===== src/rtl/pe1_stage_sched_if.sv =====
// Bus between top-level control, RAM/twiddle ROM/PE1 and the butterfly stage scheduler.
// The scheduler itself connects through the slave modport. The controlling side connects through master.
interface pe1_stage_sched_if #(
    parameter int LOG_N = 8
);
    logic             start;
    logic             mode;
    logic             rd_en;
    logic [LOG_N-1:0] rd_addr_u;
    logic [LOG_N-1:0] rd_addr_v;
    logic [LOG_N-2:0] tw_addr;
    logic             pe_sel;
    logic             wr_en;
    logic [LOG_N-1:0] wr_addr_u;
    logic [LOG_N-1:0] wr_addr_v;
    logic [2:0]       stage;
    logic             busy;
    logic             done;

    modport master (
        output start, mode,
        input  rd_en, rd_addr_u, rd_addr_v, tw_addr, pe_sel,
        input  wr_en, wr_addr_u, wr_addr_v, stage, busy, done
    );

    modport slave (
        input  start, mode,
        output rd_en, rd_addr_u, rd_addr_v, tw_addr, pe_sel,
        output wr_en, wr_addr_u, wr_addr_v, stage, busy, done
    );
endinterface


===== src/rtl/pe1_stage_sched.sv =====
// PE1 stage scheduler: walks every butterfly pair of every NTT/INTT stage.
// It issues one read pair plus a twiddle index per cycle.
// It replays the read addresses as in-place write addresses after the RAM+PE latency.
// It drains the PE pipeline between stages so no stage reads a word still being written.
module pe1_stage_sched #(
    parameter int N      = 256,
    parameter int LOG_N  = 8,
    parameter int STAGES = 7,
    parameter int RD_LAT = 1,
    parameter int PE_LAT = 6
) (
    input  logic                clk,
    input  logic                rst,
    pe1_stage_sched_if.slave    bus
);
    localparam int WB_LAT = RD_LAT + PE_LAT;
    localparam int HALF   = N / 2;
    localparam int DCW    = $clog2(WB_LAT + 1);

    typedef enum logic [1:0] {
        IDLE  = 2'd0,
        RUN   = 2'd1,
        DRAIN = 2'd2,
        DONE  = 2'd3
    } state_t;

    state_t           state_q, state_d;
    logic             mode_q;
    logic [2:0]       stage_q;
    logic [LOG_N-2:0] pair_cnt_q;
    logic [LOG_N-1:0] offset_q;
    logic [LOG_N-1:0] group_q;
    logic [LOG_N-1:0] base_q;      // group * 2 * len, advanced by addition
    logic [DCW-1:0]   drain_cnt_q;

    logic [LOG_N-1:0] len;
    logic [LOG_N-1:0] groups;
    logic [LOG_N-1:0] tw_full;
    logic             last_pair;
    logic             last_off;
    logic             drain_last;
    logic             last_stage;

    // Write-back delay line: read strobe and address pair, WB_LAT deep.
    logic [WB_LAT-1:0] sr_en_q;
    logic [LOG_N-1:0]  sr_u_q [WB_LAT];
    logic [LOG_N-1:0]  sr_v_q [WB_LAT];

    // Derive per-stage butterfly span, group count and loop-end flags.
    always_comb begin
        // NOTE: every combinational output gets a default first, so no path leaves it unassigned and no latch is inferred.
        len    = '0;
        groups = LOG_N'(N >> (32'(stage_q) + 2));
        if (mode_q) len = LOG_N'(2) << stage_q;
        else        len = LOG_N'(N >> (32'(stage_q) + 1));
        last_pair  = (pair_cnt_q == (LOG_N-1)'(HALF - 1));
        last_off   = (offset_q == len - LOG_N'(1));
        drain_last = (drain_cnt_q == DCW'(WB_LAT - 1));
        last_stage = (stage_q == 3'(STAGES - 1));
    end

    // State register.
    always_ff @(posedge clk or negedge rst) begin
        // NOTE: clocked state uses non-blocking assignments so every register samples pre-edge values.
        if (!rst) state_q <= IDLE;
        else      state_q <= state_d;
    end

    // Next-state logic.
    always_comb begin
        state_d = state_q;
        case (state_q)
            IDLE:    if (bus.start) state_d = RUN;
            RUN:     if (last_pair) state_d = DRAIN;
            DRAIN:   if (drain_last) state_d = last_stage ? DONE : RUN;
            default: state_d = IDLE;
        endcase
    end

    // Output decode. Read-side buses are forced to zero outside RUN.
    always_comb begin
        tw_full = '0;
        if (mode_q) tw_full = (groups << 1) - LOG_N'(1) - group_q;
        else        tw_full = (LOG_N'(1) << stage_q) + group_q;

        bus.rd_en     = (state_q == RUN);
        bus.rd_addr_u = '0;
        bus.rd_addr_v = '0;
        bus.tw_addr   = '0;
        if (state_q == RUN) begin
            bus.rd_addr_u = base_q + offset_q;
            bus.rd_addr_v = base_q + offset_q + len;
            bus.tw_addr   = tw_full[LOG_N-2:0];
        end
        bus.pe_sel    = mode_q;
        bus.stage     = stage_q;
        bus.busy      = (state_q == RUN) || (state_q == DRAIN);
        bus.done      = (state_q == DONE);
        bus.wr_en     = sr_en_q[WB_LAT-1];
        bus.wr_addr_u = sr_u_q[WB_LAT-1];
        bus.wr_addr_v = sr_v_q[WB_LAT-1];
    end

    // Mode latch, stage index, nested group/offset counters and drain timer.
    always_ff @(posedge clk or negedge rst) begin
        if (!rst) begin
            mode_q      <= 1'b0;
            stage_q     <= '0;
            pair_cnt_q  <= '0;
            offset_q    <= '0;
            group_q     <= '0;
            base_q      <= '0;
            drain_cnt_q <= '0;
        end else begin
            if (state_q == IDLE && bus.start) mode_q <= bus.mode;

            if (state_q == DONE)
                stage_q <= '0;
            else if (state_q == DRAIN && drain_last && !last_stage)
                stage_q <= stage_q + 3'd1;

            if (state_q == RUN) begin
                pair_cnt_q <= pair_cnt_q + 1'b1;
                if (last_off) begin
                    offset_q <= '0;
                    group_q  <= group_q + LOG_N'(1);
                    base_q   <= base_q + (len << 1);
                end else begin
                    offset_q <= offset_q + LOG_N'(1);
                end
            end else begin
                pair_cnt_q <= '0;
                offset_q   <= '0;
                group_q    <= '0;
                base_q     <= '0;
            end

            if (state_q == DRAIN) drain_cnt_q <= drain_cnt_q + DCW'(1);
            else                  drain_cnt_q <= '0;
        end
    end

    // Delay line that turns each issued read into its in-place write WB_LAT cycles later.
    always_ff @(posedge clk or negedge rst) begin
        if (!rst) begin
            // NOTE: the delay-line storage is reset too, so a reset mid-transform can never leak a stale write.
            sr_en_q <= '0;
            for (int i = 0; i < WB_LAT; i++) begin
                sr_u_q[i] <= '0;
                sr_v_q[i] <= '0;
            end
        end else begin
            sr_en_q   <= {sr_en_q[WB_LAT-2:0], bus.rd_en};
            sr_u_q[0] <= bus.rd_addr_u;
            sr_v_q[0] <= bus.rd_addr_v;
            for (int i = 1; i < WB_LAT; i++) begin
                sr_u_q[i] <= sr_u_q[i-1];
                sr_v_q[i] <= sr_v_q[i-1];
            end
        end
    end
endmodule


===== src/flat_wrapper.sv =====
// flat-port wrapper written by rule: the top's interface ports become plain ports
module pe1_stage_sched_flat 
#(
    parameter int N      = 256,
    parameter int LOG_N  = 8,
    parameter int STAGES = 7,
    parameter int RD_LAT = 1,
    parameter int PE_LAT = 6
)
  (clk, rst, bus_start, bus_mode, bus_rd_en, bus_rd_addr_u, bus_rd_addr_v, bus_tw_addr, bus_pe_sel, bus_wr_en, bus_wr_addr_u, bus_wr_addr_v, bus_stage, bus_busy, bus_done);
  pe1_stage_sched_if #(.LOG_N(LOG_N)) bus_i ();
  input  logic clk;
  input  logic rst;
  input wire logic [$bits(bus_i.start)-1:0] bus_start;
  input wire logic [$bits(bus_i.mode)-1:0] bus_mode;
  output wire logic [$bits(bus_i.rd_en)-1:0] bus_rd_en;
  output wire logic [$bits(bus_i.rd_addr_u)-1:0] bus_rd_addr_u;
  output wire logic [$bits(bus_i.rd_addr_v)-1:0] bus_rd_addr_v;
  output wire logic [$bits(bus_i.tw_addr)-1:0] bus_tw_addr;
  output wire logic [$bits(bus_i.pe_sel)-1:0] bus_pe_sel;
  output wire logic [$bits(bus_i.wr_en)-1:0] bus_wr_en;
  output wire logic [$bits(bus_i.wr_addr_u)-1:0] bus_wr_addr_u;
  output wire logic [$bits(bus_i.wr_addr_v)-1:0] bus_wr_addr_v;
  output wire logic [$bits(bus_i.stage)-1:0] bus_stage;
  output wire logic [$bits(bus_i.busy)-1:0] bus_busy;
  output wire logic [$bits(bus_i.done)-1:0] bus_done;
  assign bus_i.start = bus_start;
  assign bus_i.mode = bus_mode;
  assign bus_rd_en = bus_i.rd_en;
  assign bus_rd_addr_u = bus_i.rd_addr_u;
  assign bus_rd_addr_v = bus_i.rd_addr_v;
  assign bus_tw_addr = bus_i.tw_addr;
  assign bus_pe_sel = bus_i.pe_sel;
  assign bus_wr_en = bus_i.wr_en;
  assign bus_wr_addr_u = bus_i.wr_addr_u;
  assign bus_wr_addr_v = bus_i.wr_addr_v;
  assign bus_stage = bus_i.stage;
  assign bus_busy = bus_i.busy;
  assign bus_done = bus_i.done;
  pe1_stage_sched #(.N(N), .LOG_N(LOG_N), .STAGES(STAGES), .RD_LAT(RD_LAT), .PE_LAT(PE_LAT)) u_core (.clk(clk), .rst(rst), .bus(bus_i));
endmodule

===== config.mk =====
export PLATFORM = sky130hd
export DESIGN_NAME = pe1_stage_sched_flat
export DESIGN_NICKNAME = d
export VERILOG_FILES = /design/src/rtl/pe1_stage_sched_if.sv /design/src/rtl/pe1_stage_sched.sv /design/src/flat_wrapper.sv
export SDC_FILE = /design/constraint.sdc
export NUM_CORES = 1
export LEC_CHECK = 0
export CORE_ASPECT_RATIO = 2
export CORE_MARGIN = 3
export CORE_UTILIZATION = 41
export DETAILED_ROUTE_END_ITERATION = 10
export DONT_BUFFER_PORTS = 1
export GPL_ROUTABILITY_DRIVEN = 0
export MAX_ROUTING_LAYER = met4
export PLACE_DENSITY = 0.67
export SYNTH_ARGS = -nofsm -noshare
export SYNTH_HDL_FRONTEND = slang
export SYNTH_SLANG_ARGS = --single-unit

===== constraint.sdc =====
create_clock -name clk -period 3.28 [get_ports clk]
set_input_delay 0.656 -clock clk [delete_from_list [all_inputs] [get_ports clk]]
set_output_delay 0.656 -clock clk [all_outputs]
set_load 0.005 [all_outputs]

Yosys cells after proc, flatten, opt, wreduce, memory -nomap -nowiden
Cells that the tools add are included.
- bits in registers: 159
- output and inout bits: 47
- reduce and logical (&&, ||, !) cells: 8
- mux-type cells: 20
- shift-type cells: 4
- add/sub/neg operators: 14
- equality and inequality tests: 11
- operators by type and width (operator ; count):
    $mux 8 ; 9
    $shr 9x32->6 const A ; 1
    $shr 9x32->8 const A ; 1
    $add 8x8->8 ; 3
    $mux 7 ; 3
    $add 8x1->8 const B ; 2
    $mux 3 ; 3
    $eq 8x8->1 ; 1
    $mux 2 ; 4
    $shl 2x3->8 const A ; 1
    $sub 8x1->8 const B ; 1
    $add 7x1->7 const B ; 1
    $add 7x7->7 ; 1
    $eq 7x7->1 const B ; 1
    $shl 1x3->7 const A ; 1
    $sub 7x1->7 const B ; 1
    $sub 7x7->7 ; 1
    $add 3x1->3 const B ; 2
    $eq 3x3->1 const B ; 2
    $ne 2x2->1 const B ; 3
    $pmux 2 s3 ; 1
    $add 3x1->4 const B ; 1
    $add 3x2->4 const B ; 1
    $eq 2x2->1 const B ; 2
    8 further kinds ; 10

Depth between registers and ports, before layout
- depth in word-level cells: 7
- gate-level depth with buffers: 14
- mapped depth without buffers: 14

Worst setup path before layout
Ideal clock, no wire load.
- kind: flip-flop to output port
- from: register u_core.mode_q (netlist: u_core.bus.pe_sel)
- to: output port bus_rd_addr_v[7]
- arrival time: 2.659 ns
- cell stages (with the launch flop): 13
- buffers on the path: 2
- slack: -0.035 ns
- required time: 2.624 ns
- cell sequence: dfrtp_1 buf_2 buf_1 o21a_1 inv_1 ha_1 a21o_1 a21oi_1 nor2b_1 o21a_1 o41a_1 xnor2_1 and2_1
- word-level cells in the longest chain between the ends: 3
- ends and longest elaborated chain (what ; RTL line ; text):
    start, declared ; pe1_stage_sched.sv:28 ; logic mode_q;
    start signal, assigned ; pe1_stage_sched.sv:115 ; if (state_q == IDLE && bus.start) mode_q <= bus.mode;
    $mux 8 ; pe1_stage_sched.sv:54 ; if (mode_q) len = LOG_N'(2) << stage_q;
    $add 8x8->8 ; pe1_stage_sched.sv:92 ; bus.rd_addr_v = base_q + offset_q + len;
    $mux 8 ; pe1_stage_sched.sv:90 ; if (state_q == RUN) begin
    end, declared ; flat_wrapper.sv:18 ; output wire logic [$bits(bus_i.rd_addr_v)-1:0] bus_rd_addr_v;
Every way passes these cells.

Final worst setup path
- from: register u_core.stage_q[1] (netlist: u_core.bus.stage[1])
- to: output port bus_rd_addr_v[7]
- word-level cells in the longest chain between the ends: 5
- elaborated cells between the ends (all ways): 6
- ends and longest elaborated chain (what ; RTL line ; text):
    start, declared ; pe1_stage_sched.sv:29 ; logic [2:0] stage_q;
    start signal, assigned ; pe1_stage_sched.sv:120 ; stage_q <= stage_q + 3'd1;
    $add 3x1->4 ; pe1_stage_sched.sv:55 ; else len = LOG_N'(N >> (32'(stage_q) + 1));
    $shr 9x32->8 ; pe1_stage_sched.sv:55 ;
    $mux 8 (*) ; pe1_stage_sched.sv:54 ;
    $add 8x8->8 (*) ; pe1_stage_sched.sv:92 ;
    $mux 8 (*) ; pe1_stage_sched.sv:90 ;
Every way passes the cells marked *; elsewhere a longest branch is shown, timed or not.

==> metrics.cfg <==
[run_status]
outcome = finished with violations
violations = negative hold slack, negative setup slack

[grt]
grt-ovfl-total = 0
antenna_found_initial = 0
grt_pass1_vias = 4542
track_usage_pct = 17.47
grt_max_degree = 158
grt_pass1_wl_um = 23120

[place]
numPortBuffers = 0
placed_cells = 763
placed_cell_area_um2 = 7088
dp_hpwl_um = 9625

[worst_setup_path]
critPathSlowestCell = dfrtp_1
crit_path_start_kind = register
r2r_start = u_core.bus.stage[1]
endpoint_kind = output port
critPathMaxStageDelay_ps = 410
reg2reg_slack_ps = 100
rr_worst_depth = 12
critical_path_class = register to output port
crit_arrival_ps = 2960
required_ps = 2620
rr_endpoint = u_core.offset_q[2]
path_cells = inv_2, ha_4, nor2b_4, nand2_1, o21a_1, inv_2, ha_4, a21o_1, a21oi_2, nor2b_2, o21a_1, o41a_1, xnor2_1, and2_4
critPathMaxFanout = 2

[power_and_ir_drop]
leakage_nw = 3.720
vdd_drop_max_v = 0.0003509
power_per_cell_area_nw_per_um2 = 478.7

[floorplanning]
ioPinCount = 51
dieWidth_um = 96.58
start_util_pct = 42.21
dieArea_um2 = 18080
die_h_um = 187.2
rows = 65
core_area_um2 = 15940

[sta]
relSlewSlack_pct = 55.49
final.setup.worst_slack_ps = -337.8
rsz0062_at_grt = true
finalHoldViolCount = 157
min_period_over_period_pct = 110.3
min_period_ps = 3618
timing.fmax_mhz = 276.4
slew_viol_final = 0
skew_ps = 9.672
setup_violations = 7
hold-worst-slack_ps = -78.61
tightestPinTransition_ps = 662.5

[synth]
syn_area_per_cell_um2 = 12.12
synth_top_area_cell = dfrtp_1
syn_inst = 555
synth_flop_cell = dfrtp_1
seq_area_frac_synth_pct = 58.40
synth_area_leaders = dfrtp_1 (58%), ha_1 (8.7%), xnor2_1 (4.4%)
ys_ff_latch = 157
syn_area_um2 = 6728
syn-num-nets = 610
synth_edf_count = 0
synth_top_area_share_pct = 58.40
ys_warn_count = 0
async_flop_share_pct = 100.0
ys_types = 55

[detailed_routing]
drtIter0Drc = 256
ant_nets = 0
drt_wl_total_um = 14600
via_count = 4184
post_drt_wl_per_cell_um = 18.16
first_pass_iters = 4
routed_via_density = 5.204
drc = 0

[cts]
clock_sinks = 157
clock_latency_ps = 420
cts_buffers = 17
cts_tree = yes
htreeDepth = 4
cts_buffer_depth = 2
path_clk_slew_ps = 80
cts_root_buf = clkbuf_16

[finish]
finalNonFillerCells = 804
stdcell_area_um2 = 8162
syn2layout_area_growth_pct = 21.31
nets = 645
num_antenna_cells = 0
post-route-util_pct = 51.20
drive_gt1_share_pct = 25.37

[min_path]
min_path_type = input pin to async pin

[job]
maxCapViolCount = 0

## per-stage QoR
stage	hold slack, ps	setup slack [ps]	setup TNS (ps)	power, mW
global route	-108.0	-478.6	-2146	4.055
CTS	-96.52	-344.7	-1057	3.955
detailed placement	334.7	-12.49	-12.49	1.973
finish	-78.61	-337.8	-1131	3.907
floorplan	331.2	9.155	0	1.973
global placement	332.7	27.57	0	1.973
## flip-flops by register name, indices dropped and copies added, names as in the netlist
register              cells
u_core.pair_cnt_q         7
u_core.group_q            7
u_core.sr_v_q            48
u_core.bus.wr_addr_v      8
u_core.base_q             7
u_core.bus.wr_addr_u      8
u_core.sr_en_q            7
u_core.bus.stage          3
u_core.offset_q           8
u_core.drain_cnt_q        3
u_core.bus.pe_sel         1
u_core.sr_u_q            48
u_core.state_q            2
## layout by cell type (no fill, tap or decap), types with 5 or more instances in the layout
cell       count
buf_4         47
inv_2          7
inv_1         20
clkinv_8       6
a21oi_2        7
o21ai_0       11
nand2_1       18
nor2b_1        7
clkbuf_16     17
nor3_1         5
xnor2_1       30
a21o_1        12
nor2_1        44
xor2_1        14
ha_4          15
and2_1        10
nor2_2         5
mux2i_1        9
nor3b_1        5
dfrtp_1      157
and3_1         5
nand3_1       16
a21oi_1       14
ha_1          31
## repair_timing
action | in CTS | in global routing
setup endpoints to repair | 11 | 19
gates resized for setup | 51 | 30
setup buffers | 6 | 4
hold endpoints to repair | 157 | 157
pin swaps | 18 | 17
cloned | 0 | 0
## worst max-delay path by stage
stage,from,endpoint,cells after the start
after floorplan,u_core.bus.stage[0],bus_rd_addr_v[7],14
after global placement,u_core.bus.stage[0],bus_rd_addr_v[7],14
after detailed placement,u_core.bus.stage[1],bus_rd_addr_v[7],13
after CTS,u_core.bus.stage[0],bus_rd_addr_v[7],14
after global routing,u_core.bus.stage[1],bus_rd_addr_v[7],14
final,u_core.bus.stage[1],bus_rd_addr_v[7],14
## per-layer routing
layer  part of all wire [%]  track usage, %  vias up
li1                       -               -     1912
met1                     35           17.36     2093
met2                     55           29.42      122
met3                    3.9           4.308       57
met4                    5.7           11.08        0
met5                      0               -        -
## synth_stat cells (13+ instances only)
cell     number
a21oi_1      22
buf_4        17
dfrtp_1     157
ha_1         47
inv_1        26
nand2_1      20
nand3_1      16
nor2_1       49
o21ai_0      13
xnor2_1      34
xor2_1       15
## layout make-up
cell class / count / area (um2)
Fill cell: 1373 / 7779
Tap cell: 201 / 251.5
Clock inverter: 15 / 191.4
Inverter: 28 / 107.6
Multi-Input combinational cell: 334 / 2844
Clock buffer: 17 / 425.4
Timing Repair Buffer: 52 / 412.9
Sequential cell: 157 / 3929
## power breakdown
group | internal (mW) | total (mW) | switching [mW]
Clock | 1.04 | 1.97 | 0.932
Combinational | 0.000115 | 0.000328 | 0.000211
Sequential | 1.93 | 1.93 | 0
## critical path: cells and delay by family (launching register included)
family          cells  cell delay (ps)
flops               1              410
buf+inv             2              190
simple gates        4              440
xor+xnor            1              170
compound gates      5             1010
fa+ha+maj           2              340
## kinds of logic after synthesis
group	synth area share [%]
buf+inv	4.742
compound gates	8.053
simple gates	10.77
fa+ha+maj	9.931
xor+xnor	6.379
mux	1.730
flops	58.40
No activity file was read; power rests on OpenSTA's default activity.
